$ cat config.mk
export PLATFORM = sky130hd
export DESIGN_NAME = fpadd_arbiter
export DESIGN_NICKNAME = d
export VERILOG_FILES = /design/src/rtl/fpadd_arbiter.sv
export SDC_FILE = /design/constraint.sdc
export NUM_CORES = 1
export LEC_CHECK = 0
export ABC_CLOCK_PERIOD_IN_PS = 3900
export CAP_MARGIN = 0
export CORE_AREA = 2 2 143 145
export CTS_CLUSTER_DIAMETER = 60
export CTS_CLUSTER_SIZE = 28
export DETAILED_ROUTE_END_ITERATION = 12
export DIE_AREA = 0 0 145 147
export GPL_ROUTABILITY_DRIVEN = 0
export PLACE_DENSITY = 0.65
export SLEW_MARGIN = 10
export SYNTH_ARGS = -nofsm -noshare
export SYNTH_HDL_FRONTEND = slang
export SYNTH_SLANG_ARGS = --single-unit
$ cat constraint.sdc
create_clock -name clock -period 3.9 [get_ports clock]
set_input_delay 0.39 -clock clock [delete_from_list [all_inputs] [get_ports clock]]
set_output_delay 0.39 -clock clock [all_outputs]
set_load 0.02 [all_outputs]
$ cat src/rtl/fpadd_arbiter.sv
// Round-robin arbiter sharing one serial-operand fpadder among NREQ requesters.
// Optional job watchdog (adds parameter TIMEOUT): define FPADD_ARB_TIMEOUT_EN.
module fpadd_arbiter #(
  parameter int NREQ = 4
`ifdef FPADD_ARB_TIMEOUT_EN
  , parameter int TIMEOUT = 64
`endif
) (
  input  logic                 clock,
  input  logic                 reset,
  input  logic [NREQ-1:0]      req,
  input  logic [NREQ*32-1:0]   opa,
  input  logic [NREQ*32-1:0]   opb,
  output logic [NREQ-1:0]      gnt,
  output logic [NREQ-1:0]      done,
  output logic [31:0]          result,
  output logic                 err,
  output logic                 busy,
  output logic [31:0]          add_a,
  input  logic [31:0]          add_sum,
  input  logic                 add_ready
);

  localparam int IW = (NREQ > 1) ? $clog2(NREQ) : 1;

  typedef enum logic [1:0] {
    ST_WAIT_RDY,
    ST_SEND_A,
    ST_SEND_B
  } state_e;

  state_e            state_q, state_d;
  logic [NREQ-1:0]   gnt_q, gnt_d;
  logic [NREQ-1:0]   done_q, done_d;
  logic [31:0]       result_q, result_d;
  logic              busy_q, busy_d;
  logic [31:0]       add_a_q, add_a_d;
  logic [31:0]       opb_lat_q, opb_lat_d;
  logic [IW-1:0]     rr_ptr_q, rr_ptr_d;
  logic              job_v_q, job_v_d;
  logic [IW-1:0]     owner_q, owner_d;
`ifdef FPADD_ARB_TIMEOUT_EN
  logic              err_q, err_d;
  logic [7:0]        wdog_q, wdog_d;
`endif

  // Arbitration: first requester at or above rr_ptr, wrapping modulo NREQ.
  logic              win_found;
  logic [IW-1:0]     win_idx;
  logic [IW-1:0]     cand;
  logic [31:0]       win_opa, win_opb;
  logic [NREQ-1:0]   win_oh, owner_oh;
  logic [IW-1:0]     rr_next;

  always_comb begin
    // NOTE: every combinational output gets a default before any branch, so no latch is inferred.
    win_found = 1'b0;
    win_idx   = '0;
    cand      = '0;
    win_opa   = '0;
    win_opb   = '0;
    for (int k = 0; k < NREQ; k++) begin
      cand = (int'(rr_ptr_q) + k >= NREQ) ? IW'(int'(rr_ptr_q) + k - NREQ)
                                          : IW'(int'(rr_ptr_q) + k);
      if (!win_found && req[cand]) begin
        win_found = 1'b1;
        win_idx   = cand;
      end
    end
    for (int i = 0; i < NREQ; i++) begin
      if (win_idx == IW'(i)) begin
        win_opa = opa[32*i +: 32];
        win_opb = opb[32*i +: 32];
      end
    end
  end

  assign win_oh   = NREQ'(1) << win_idx;
  assign owner_oh = NREQ'(1) << owner_q;
  assign rr_next  = (win_idx == IW'(NREQ - 1)) ? '0 : win_idx + IW'(1);

  // FSM state register
  always_ff @(posedge clock) begin
    if (reset) state_q <= ST_WAIT_RDY;
    else       state_q <= state_d;
  end

  // FSM next state: every ready edge starts a two-cycle operand transfer, job or not.
  always_comb begin
    state_d = state_q;
    unique case (state_q)
      ST_WAIT_RDY: if (add_ready) state_d = ST_SEND_A;
      ST_SEND_A:   state_d = ST_SEND_B;
      ST_SEND_B:   state_d = ST_WAIT_RDY;
      default:     state_d = ST_WAIT_RDY;
    endcase
  end

  // FSM outputs and datapath next values
  always_comb begin
    gnt_d     = '0;
    done_d    = '0;
    result_d  = result_q;
    busy_d    = busy_q;
    add_a_d   = add_a_q;
    opb_lat_d = opb_lat_q;
    rr_ptr_d  = rr_ptr_q;
    job_v_d   = job_v_q;
    owner_d   = owner_q;
`ifdef FPADD_ARB_TIMEOUT_EN
    err_d     = 1'b0;
    wdog_d    = '0;
`endif
    unique case (state_q)
      ST_WAIT_RDY: begin
        if (add_ready) begin
          // Retire the outstanding job before the new grant overwrites owner/job_v.
          if (job_v_q) begin
            result_d = add_sum;
            done_d   = owner_oh;
            busy_d   = 1'b0;
          end
          if (win_found) begin
            add_a_d   = win_opa;
            opb_lat_d = win_opb;
            gnt_d     = win_oh;
            owner_d   = win_idx;
            rr_ptr_d  = rr_next;
            job_v_d   = 1'b1;
          end else begin
            add_a_d   = '0;
            opb_lat_d = '0;
            job_v_d   = 1'b0;
          end
        end
`ifdef FPADD_ARB_TIMEOUT_EN
        else if (job_v_q) begin
          wdog_d = wdog_q + 8'd1;
          if (wdog_d == 8'(TIMEOUT)) begin
            done_d   = owner_oh;
            err_d    = 1'b1;
            result_d = 32'h7FC0_0000;
            job_v_d  = 1'b0;
            busy_d   = 1'b0;
            wdog_d   = '0;
          end
        end
`endif
      end
      ST_SEND_A: add_a_d = opb_lat_q;
      ST_SEND_B: begin
        add_a_d = '0;
        busy_d  = job_v_q;
      end
      default: ;
    endcase
  end

  always_ff @(posedge clock) begin
    // NOTE: sequential state uses non-blocking assignments so every flop samples pre-edge values.
    if (reset) begin
      gnt_q     <= '0;
      done_q    <= '0;
      result_q  <= '0;
      busy_q    <= 1'b0;
      add_a_q   <= '0;
      opb_lat_q <= '0;
      rr_ptr_q  <= '0;
      job_v_q   <= 1'b0;
      owner_q   <= '0;
`ifdef FPADD_ARB_TIMEOUT_EN
      err_q     <= 1'b0;
      wdog_q    <= '0;
`endif
    end else begin
      gnt_q     <= gnt_d;
      done_q    <= done_d;
      result_q  <= result_d;
      busy_q    <= busy_d;
      add_a_q   <= add_a_d;
      opb_lat_q <= opb_lat_d;
      rr_ptr_q  <= rr_ptr_d;
      job_v_q   <= job_v_d;
      owner_q   <= owner_d;
`ifdef FPADD_ARB_TIMEOUT_EN
      err_q     <= err_d;
      wdog_q    <= wdog_d;
`endif
    end
  end

  assign gnt    = gnt_q;
  assign done   = done_q;
  assign result = result_q;
  assign busy   = busy_q;
  assign add_a  = add_a_q;
`ifdef FPADD_ARB_TIMEOUT_EN
  assign err    = err_q;
`else
  assign err    = 1'b0;
`endif

endmodule
==> results.py, run 1 <==
metrics = {
    "status": {
        "status": "completed",
    },
    "pwr": {
        "internal_power_w": 0.00238,
        "switching_share_pct": 34.2,
        "power_density_nw_per_um2": 360,
        "seqPwrFrac_pct": 36.5,
        "power.leakage_nw": 3.52,
        "power_w": 0.00362,
        "ir_drop_mv": 0.243,
        "p_clk_share_pct": 25.4,
        "power_frac_comb_pct": 38.0,
        "netSwitchingPower_w": 0.00124,
    },
    "logic_synthesis": {
        "synthFlopType": "dfxtp_1",
        "synth_cells": 703,
        "ys.warnings.count": 0,
        "synth.distinct_cells": 43,
        "synthArstFlopShare_pct": 0,
        "synth_area_um2": 5850,
        "yosysSeqAreaShare_pct": 38.3,
        "postSynthAreaPerCell_um2": 8.32,
        "ys_ff_latch": 112,
        "synth_nets": 1006,
        "synth_edf_count": 0,
    },
    "timing": {
        "tightest_slew_ps": 1090,
        "period_needed_ps": 2960,
        "maxSlewHeadroom_pct": 26.9,
        "hold_viol": 0,
        "setup_viol": 0,
        "drv_slew": 0,
        "clock_skew_ps": 11.6,
        "tns_ps": 0,
        "period_share_pct": 75.9,
        "max_freq_mhz": 338,
        "worst_slack_ps": 939,
        "rsz0062_at_grt": "false",
    },
    "worst_hold_path": {
        "min_path_cells": 2,
        "min_to": "result[24]",
        "hold_class": "in -> reg",
        "worstHoldStart": "reset",
    },
    "worst_setup_path": {
        "r2r-end": "opb_lat_q[4]",
        "cp_max_fo": 30,
        "rr_worst_depth": 7,
        "r2r-start": "state_q[1]",
        "cpPeakStageDelay_ps": 510,
        "critPathKind": "in -> reg",
        "reg2reg_slack_ps": 1130,
        "critical_path_arrival_ps": 3240,
        "startpoint_type": "input pin",
        "crit_chain": "clkdlybuf4s50_1, nand2b_1, a21oi_1, o32ai_2, buf_4, inv_1, ha_1, inv_2, buf_4, o221ai_1, or3_1, a21oi_1",
        "critPathTopFamily": "buffers and inverters",
        "slowest_stage": "clkdlybuf4s50_1",
        "crit_path_end_kind": "register",
        "required_ps": 4180,
        "critical_path_buf_inv_count": 5,
    },
    "floorplan": {
        "die_h_um": 147,
        "fp.dieW_um": 145,
        "row_count": 52,
        "initial_core_util_pct": 29.5,
        "dieArea_um2": 21300,
        "top_level_ports": 369,
        "core_area_um2": 19800,
    },
    "detailed_routing": {
        "drtPass1Iterations": 5,
        "via_count": 6791,
        "via_per_inst": 5.20,
        "antenna_left": 0,
        "drt-initial-drc-count": 455,
        "wirelength_um": 26200,
        "wire_per_inst_um": 20.1,
        "drc": 0,
    },
    "clock_network": {
        "cts.repair.resized": 0,
        "cts_root_buffer": "clkbuf_16",
        "cts_htree_levels": 3,
        "path_clk_slew_ps": 80,
        "worstSkewPairLatency_ps": 360,
        "cts_hold_buf": 0,
        "cts_tree": "built",
        "clkSinkCount": 112,
        "clock_path_buffers": 2,
        "numCtsBuffers": 9,
        "cts_setup_buffers": 0,
    },
    "final_layout": {
        "fin_nets": 1333,
        "fillerInstances": 1903,
        "drive_gt1_share_pct": 7.83,
        "instances_no_fill": 1305,
        "synthToLayoutAreaGrowth_pct": 71.4,
    },
    "job": {
        "drv_cap": 0,
    },
    "global_routing": {
        "grt_max_degree": 57,
        "grt_pass1_vias": 6702,
        "antenna_found_initial": 3,
        "overflow": 0,
        "grt_pass1_wl_um": 39700,
        "track_usage_pct": 23.9,
    },
    "place": {
        "pre_cts_ws_ps": 571,
        "io_buffers": 367,
        "place_inst": 1289,
        "hpwl_um": 19000,
    },
}
-- layout by cell type, fill, tap and decap left out, types with 2 or more instances in the layout --
cell and instances:
nand2_1 117, nor2b_1 4, a221oi_1 2, ha_1 6, o22ai_1 57, a211oi_2 30, inv_1 12, o31ai_1 24
and3_1 2, a222oi_1 7, clkbuf_16 9, a21oi_1 84, nor2_1 31, a211oi_1 25, dfxtp_1 112, buf_12 3
a221o_1 39, nor4_1 2, nor3_1 12, clkinv_4 2, inv_6 2, buf_4 19, mux2i_1 2, clkdlybuf4s50_1 366
nand2b_1 6, nand3b_1 32, inv_2 3, nand3_1 2
-- cell usage after synthesis, types with 2 or more instances --
| cell | number | area share [%] |
|---|---|---|
| buf_1 | 3 | 0.19 |
| o31ai_1 | 24 | 3.1 |
| clkbuf_1 | 55 | 3.5 |
| o22ai_1 | 57 | 6.1 |
| inv_1 | 12 | 0.77 |
| dfxtp_1 | 112 | 38 |
| mux2i_1 | 2 | 0.34 |
| nor2_1 | 32 | 2.1 |
| a21oi_1 | 84 | 7.2 |
| a211oi_2 | 30 | 6.4 |
| buf_12 | 3 | 1.0 |
| nand3_1 | 2 | 0.17 |
| and3_1 | 2 | 0.21 |
| buf_2 | 10 | 0.86 |
| nor2b_1 | 4 | 0.43 |
| a222oi_1 | 7 | 1.2 |
| nand2_1 | 117 | 7.5 |
| ha_1 | 8 | 1.7 |
| nand3b_1 | 32 | 4.1 |
| inv_2 | 3 | 0.19 |
| a221oi_1 | 2 | 0.30 |
| nand2b_1 | 7 | 0.75 |
| nor3_1 | 12 | 1.0 |
| nor4_1 | 2 | 0.21 |
| a211oi_1 | 25 | 3.2 |
| a221o_1 | 39 | 6.7 |
-- stage by stage --
step | utilization [%] | cell area [µm²] | hold slack (ps)
floorplan | - | 5850 | 426
global placement | 49.1 | 9750 | 440
detailed placement | 49.1 | 9750 | 446
CTS | 50.5 | 10000 | 429
global route | 50.5 | 10000 | 447
finish | 50.6 | 10000 | 437
-- metal layers --
layer	global-route usage, %	vias up	routed length [µm]
li1	-	3286	-
met1	29.2	3180	10700
met2	41.2	299	12800
met3	7.36	26	2330
met4	5.54	0	421
met5	0	-	0
-- power by group through the flow --
stage                     combinational [W]  clock [W]  sequential, W
after global placement              0.00137          0        0.00134
after floorplan                    0.000677          0        0.00139
after CTS                           0.00138   0.000954        0.00132
final                               0.00138   0.000920        0.00132
after global routing                0.00148    0.00100        0.00133
after detailed placement            0.00138          0        0.00134
-- area by class of cell --
type | count | area (µm²) | area share (%)
Antenna cell | 1 | 2.50 | 0.0249
Clock inverter | 5 | 40.0 | 0.399
Tap cell | 270 | 338 | 3.37
Clock buffer | 10 | 239 | 2.38
Timing Repair Buffer | 389 | 3870 | 38.6
Multi-Input combinational cell | 503 | 3240 | 32.3
Sequential cell | 112 | 2240 | 22.3
Inverter | 15 | 56.3 | 0.561
-- how the worst max path moves through the flow --
stage / startpoint / endpoint / depth (start not counted)
global route: req[1] / opb_lat_q[15] / 12
finish: req[1] / opb_lat_q[15] / 12
floorplan: req[1] / add_a[16] / 12
global placement: req[1] / opb_lat_q[15] / 12
CTS: req[1] / opb_lat_q[15] / 12
detailed placement: req[1] / opb_lat_q[15] / 12
-- flip-flops by register name, indices dropped and copies added, names as in the netlist --
register,count
add_a,32
opb_lat_q,32
result,32
done,4
gnt,4
owner_q,2
rr_ptr_q,2
state_q,2
busy,1
job_v_q,1
-- worst register-to-register path: stages, from the launching register on --
cell and delay, ps:
dfxtp_1 330, inv_1 100, ha_1 310, nand2_1 110, nor2b_1 850, nand2b_1 300, buf_4 350, o31ai_1 320
-- logic make-up after synthesis --
kind of cell / after synthesis / synth area share [%]
adder cells (fa/ha/maj): 8 / 1.71
buffers and inverters: 88 / 6.88
other: 1 / 0.0641
multiplexers: 2 / 0.342
AND/OR/NAND/NOR: 216 / 17.3
AO/OA/AOI/OAI: 276 / 35.4
flip-flops: 112 / 38.3
Note: power is estimated with default switching activity, not from simulation.
==> inputs of run 2 (changes only) <==
==> config.mk (replaced) <==
export PLATFORM = sky130hd
export DESIGN_NAME = fpadd_arbiter
export DESIGN_NICKNAME = d
export VERILOG_FILES = /design/src/rtl/fpadd_arbiter.sv
export SDC_FILE = /design/constraint.sdc
export NUM_CORES = 1
export LEC_CHECK = 0
export ABC_CLOCK_PERIOD_IN_PS = 2800
export CAP_MARGIN = 0
export CORE_AREA = 2 2 145 147
export CTS_CLUSTER_DIAMETER = 60
export CTS_CLUSTER_SIZE = 28
export DETAILED_ROUTE_END_ITERATION = 12
export DIE_AREA = 0 0 147 149
export GPL_ROUTABILITY_DRIVEN = 0
export PLACE_DENSITY = 0.64
export SLEW_MARGIN = 10
export SYNTH_ARGS = -nofsm -noshare
export SYNTH_HDL_FRONTEND = slang
export SYNTH_SLANG_ARGS = --single-unit
==> constraint.sdc (replaced) <==
create_clock -name clock -period 2.8 [get_ports clock]
set_input_delay 0.28 -clock clock [delete_from_list [all_inputs] [get_ports clock]]
set_output_delay 0.28 -clock clock [all_outputs]
set_load 0.02 [all_outputs]
==> run 2 against run 1 <==
  * Hold slack worse by 180 ps
  * Cell count is 2.1% higher
  * Core utilization is 0.25 points lower
  * Count of clock-buffer cells in the layout is 1 lower
  * Routed wire length is 2.8% lower
  * Critical path type unchanged
==> results.py, run 2 (synthesis gave the netlist of run 1 again) <==
metrics = {
    "worst_setup_path": {
        "required_ps": 3050,
        "critPathKind": "in -> reg",
        "critical_path_arrival_ps": 2860,
        "crit_chain": "clkdlybuf4s50_1, nor2b_1, a21o_1, a211o_1, inv_2, ha_1, nand2b_2, buf_12, o22ai_1, buf_4, a211oi_2, a221o_1",
        "cpPeakStageDelay_ps": 510,
        "crit_path_end_kind": "register",
        "cp_max_fo": 36,
        "critical_path_buf_inv_count": 4,
        "startpoint_type": "input pin",
        "critPathTopFamily": "buffers and inverters",
        "slowest_stage": "clkdlybuf4s50_1",
    },
    "timing": {
        "setup_viol": 0,
        "rsz0062_at_grt": "false",
        "period_needed_ps": 2610,
        "maxSlewHeadroom_pct": 31.9,
        "tns_ps": 0,
        "period_share_pct": 93.2,
        "drv_slew": 0,
        "clock_skew_ps": 7.91,
        "hold_viol": 0,
        "tightest_slew_ps": 1020,
        "max_freq_mhz": 383,
    },
    "clock_network": {
        "cts.repair.resized": 0,
        "cts_hold_buf": 0,
        "cts_htree_levels": 3,
        "cts_tree": "built",
        "cts_root_buffer": "clkbuf_16",
        "numCtsBuffers": 9,
        "clkSinkCount": 112,
        "cts_setup_buffers": 0,
        "path_clk_slew_ps": 80,
        "worstSkewPairLatency_ps": 360,
        "clock_path_buffers": 2,
    },
    "final_layout": {
        "synthToLayoutAreaGrowth_pct": 76.7,
        "instances_no_fill": 1332,
        "fillerInstances": 1934,
        "fin_nets": 1354,
        "seqCellArea_um2": 2240,
        "final_common_cell": "clkdlybuf4s50_1",
        "final_cell_mix": "366 x clkdlybuf4s50_1, 117 x nand2_1, 112 x dfxtp_1",
        "drive_gt1_share_pct": 9.75,
        "finish.instance_area_um2": 10300,
        "multi_input_area_um2": 3240,
    },
    "global_routing": {
        "antenna_found_initial": 2,
        "overflow": 0,
        "track_usage_pct": 22.4,
        "grt_max_degree": 56,
        "grt_pass1_vias": 6638,
        "grt_pass1_wl_um": 38200,
    },
    "detailed_routing": {
        "wire_per_inst_um": 19.1,
        "via_count": 6799,
        "antenna_left": 0,
        "via_per_inst": 5.10,
        "drt-initial-drc-count": 327,
        "drc": 0,
        "wirelength_um": 25400,
        "drtPass1Iterations": 5,
    },
    "floorplan": {
        "die_h_um": 149,
        "row_count": 53,
        "dieArea_um2": 21900,
        "core_area_um2": 20600,
        "top_level_ports": 369,
        "initial_core_util_pct": 28.5,
        "fp.dieW_um": 147,
    },
    "worst_hold_path": {
        "hold_class": "in -> reg",
    },
    "pwr": {
        "power_density_nw_per_um2": 510,
        "power_w": 0.00528,
        "ir_drop_mv": 0.318,
        "power.leakage_nw": 3.68,
    },
    "job": {
        "drv_cap": 0,
    },
    "place": {
        "io_buffers": 367,
        "place_inst": 1315,
        "hpwl_um": 18700,
        "dpl_cell_area_um2": 10000,
    },
    "status": {
        "status": "completed",
    },
}
## run 2: cell count changes in the layout (fill, tap and decap cells not counted), sizes merged
cell	previous run	this run
buf	23	44
bufinv	0	1
clkbuf	10	9
inv	17	18
## run 2: cell type report
cell class	count	area share [%]
Timing Repair Buffer	410	40.0
Multi-Input combinational cell	503	31.4
Sequential cell	112	21.7
Tap cell	275	3.33
Clock buffer	9	2.18
Clock inverter	7	0.835
Inverter	15	0.544
Antenna cell	1	0.0242
## run 2: where the power goes
group	internal [W]	switching, W
logic	0.00104	0.000998
clock network	0.000714	0.000684
registers	0.00174	0.0000968
total	0.00350	0.00178
## run 2: final timing paths
path | cells after the start | endpoint | from | slack [ps]
hold reg to reg | 2 | result[6] | result[6] | 450
setup reg to reg | 11 | add_a[15] | rr_ptr_q[0] | 280
setup / recovery | 12 | add_a[15] | req[2] | 190
hold / removal | 2 | state_q[1] | reset | 260
## run 2: layer usage
metal	up-vias	share of wire, %	routed length (µm)	GRT usage [%]
li1	3334	-	-	-
met1	3153	42	10800	27.9
met2	282	47	11900	37.4
met3	28	9.0	2290	7.43
met4	2	1.7	428	5.91
met5	-	0.043	11	0
## run 2: stage by stage
stage	worst slack (ps)	hold slack, ps	util [%]
after global routing	83.0	273	50.3
after global placement	-142	441	48.8
after CTS	217	245	50.3
final	190	259	50.3
after detailed placement	-163	443	48.8
after floorplan	303	395	-
==> inputs of run 3 (changes only) <==
==> config.mk (replaced) <==
export PLATFORM = sky130hd
export DESIGN_NAME = fpadd_arbiter
export DESIGN_NICKNAME = d
export VERILOG_FILES = /design/src/rtl/fpadd_arbiter.sv
export SDC_FILE = /design/constraint.sdc
export NUM_CORES = 1
export LEC_CHECK = 0
export ABC_CLOCK_PERIOD_IN_PS = 3400
export CAP_MARGIN = 0
export CORE_AREA = 2 2 143 145
export CTS_CLUSTER_DIAMETER = 60
export CTS_CLUSTER_SIZE = 28
export DETAILED_ROUTE_END_ITERATION = 12
export DIE_AREA = 0 0 145 147
export GPL_ROUTABILITY_DRIVEN = 0
export PLACE_DENSITY = 0.65
export SLEW_MARGIN = 10
export SYNTH_ARGS = -nofsm -noshare
export SYNTH_HDL_FRONTEND = slang
export SYNTH_SLANG_ARGS = --single-unit
==> constraint.sdc (replaced) <==
create_clock -name clock -period 3.4 [get_ports clock]
set_input_delay 0.34 -clock clock [delete_from_list [all_inputs] [get_ports clock]]
set_output_delay 0.34 -clock clock [all_outputs]
set_load 0.02 [all_outputs]
==> run 3 against run 2 <==
  * Sequential share of layout area increased by 0.59 points
  * Total power shrank 22%
  * Highest routed layer is now met4
  * Flip-flop and latch count unchanged
  * Sequential power is 18% lower
  * Critical endpoint is now opb_lat_q[15]
  * Largest power group unchanged
==> results.py, run 3 (synthesis gave the netlist of run 1 again) <==
metrics = {
    "global_routing": {
        "grt_pass1_vias": 6820,
        "grt_pass1_wl_um": 39700,
        "overflow": 0,
        "antenna_found_initial": 4,
        "grt_max_degree": 80,
        "track_usage_pct": 23.8,
    },
    "worst_setup_path": {
        "startpoint_type": "input pin",
        "slowest_stage": "nor2b_1",
        "critical_path_arrival_ps": 3010,
        "r2r-start": "state_q[1]",
        "crit_top_cell": "nor2b_1",
        "cpPeakStageDelay_ps": 620,
        "crit_path_end_kind": "register",
        "cp_max_fo": 13,
        "crit_chain": "clkdlybuf4s50_1, nor2b_1, a21o_1, a211o_1, inv_2, ha_4, nor2b_1, a221oi_1, or3_1, a21oi_1",
        "critPathLaunch": "req[2]",
        "critPathKind": "in -> reg",
        "required_ps": 3680,
    },
    "timing": {
        "period_share_pct": 80.2,
        "drv_slew": 0,
        "hold_viol": 0,
        "maxSlewHeadroom_pct": 27.4,
        "clock_skew_ps": 7.81,
        "tightest_slew_ps": 1090,
        "period_needed_ps": 2730,
        "rsz0062_at_grt": "false",
        "setup_viol": 0,
        "tns_ps": 0,
        "max_freq_mhz": 367,
    },
    "clock_network": {
        "cts_htree_levels": 3,
        "cts.repair.resized": 0,
        "cts_root_buffer": "clkbuf_16",
        "cts_hold_buf": 0,
        "clock_path_buffers": 2,
        "worstSkewPairLatency_ps": 350,
        "clkSinkCount": 112,
        "path_clk_slew_ps": 80,
        "cts_tree": "built",
        "numCtsBuffers": 9,
        "cts_setup_buffers": 0,
    },
    "pwr": {
        "ir_drop_mv": 0.236,
        "power.leakage_nw": 3.53,
        "power_w": 0.00414,
        "power_density_nw_per_um2": 411,
    },
    "floorplan": {
        "top_level_ports": 369,
        "dieArea_um2": 21300,
        "row_count": 52,
        "core_area_um2": 19800,
        "fp.dieW_um": 145,
        "die_h_um": 147,
        "initial_core_util_pct": 29.5,
    },
    "place": {
        "place_inst": 1288,
        "io_buffers": 367,
        "hpwl_um": 18400,
    },
    "detailed_routing": {
        "drt-initial-drc-count": 379,
        "via_per_inst": 5.20,
        "wirelength_um": 26000,
        "wire_per_inst_um": 19.9,
        "antenna_left": 0,
        "via_count": 6794,
        "drc": 0,
        "drtPass1Iterations": 6,
    },
    "final_layout": {
        "drive_gt1_share_pct": 7.74,
        "instances_no_fill": 1306,
        "final_cell_mix": "366 x clkdlybuf4s50_1, 117 x nand2_1, 112 x dfxtp_1",
        "post-route-util_pct": 50.7,
        "fin_nets": 1332,
        "synthToLayoutAreaGrowth_pct": 72.0,
        "final_common_cell": "clkdlybuf4s50_1",
    },
    "job": {
        "drv_cap": 0,
    },
    "worst_hold_path": {
        "worstHoldStart": "reset",
        "hold_class": "in -> reg",
    },
    "status": {
        "status": "completed",
    },
}
[run 3: cell count changes in the layout (fill, tap and decap cells not counted)]
cell	previous run	this run
buf_12	12	6
buf_4	31	15
bufinv_16	1	0
clkbuf_8	0	1
clkinv_4	1	2
clkinv_8	1	0
diode_2	1	3
inv_6	3	2
[run 3: final cells by class]
class | instances | area [µm²]
diodes | 3 | 7.51
clock buffers | 10 | 239
clock inverters | 5 | 40.0
fillers | 1873 | 9780
inverters | 15 | 56.3
multi-input cells | 503 | 3240
flip-flops and latches | 112 | 2240
well taps | 270 | 338
repair buffers | 388 | 3900
[run 3: routing by layer]
layer  global-route usage, %  share of wire [%]
met1                    29.0                 42
met2                    39.2                 47
met5                       0                  0
met4                    9.16                3.2
met3                    7.61                8.5
[run 3: power by group]
part           internal (W)  total [W]  switching (W)
Clock              0.000522    0.00105       0.000526
Combinational      0.000783    0.00158       0.000796
Sequential          0.00143    0.00151      0.0000811
Total               0.00274    0.00414        0.00140
[run 3: final timing paths]
check        cells after the start       endpoint  slack [ps]
max                             10  opb_lat_q[15]         670
min                              2     state_q[1]         400
max reg2reg                      7  opb_lat_q[12]         710
min reg2reg                      2     result[21]         460
[run 3: through the flow]
step                instance area (µm²)  hold slack (ps)  setup slack [ps]
floorplan                          5850              426               873
global placement                   9780              439               372
detailed placement                 9780              441               298
CTS                               10100              385               617
global route                      10100              415               340
finish                            10100              404               673
[run 3: critical path: cells and delay by family]
| kind | cells | cell delay [ps] |
|---|---|---|
| compound gates | 4 | 640 |
| simple gates | 3 | 1180 |
| fa+ha+maj | 1 | 240 |
| buf+inv | 2 | 600 |
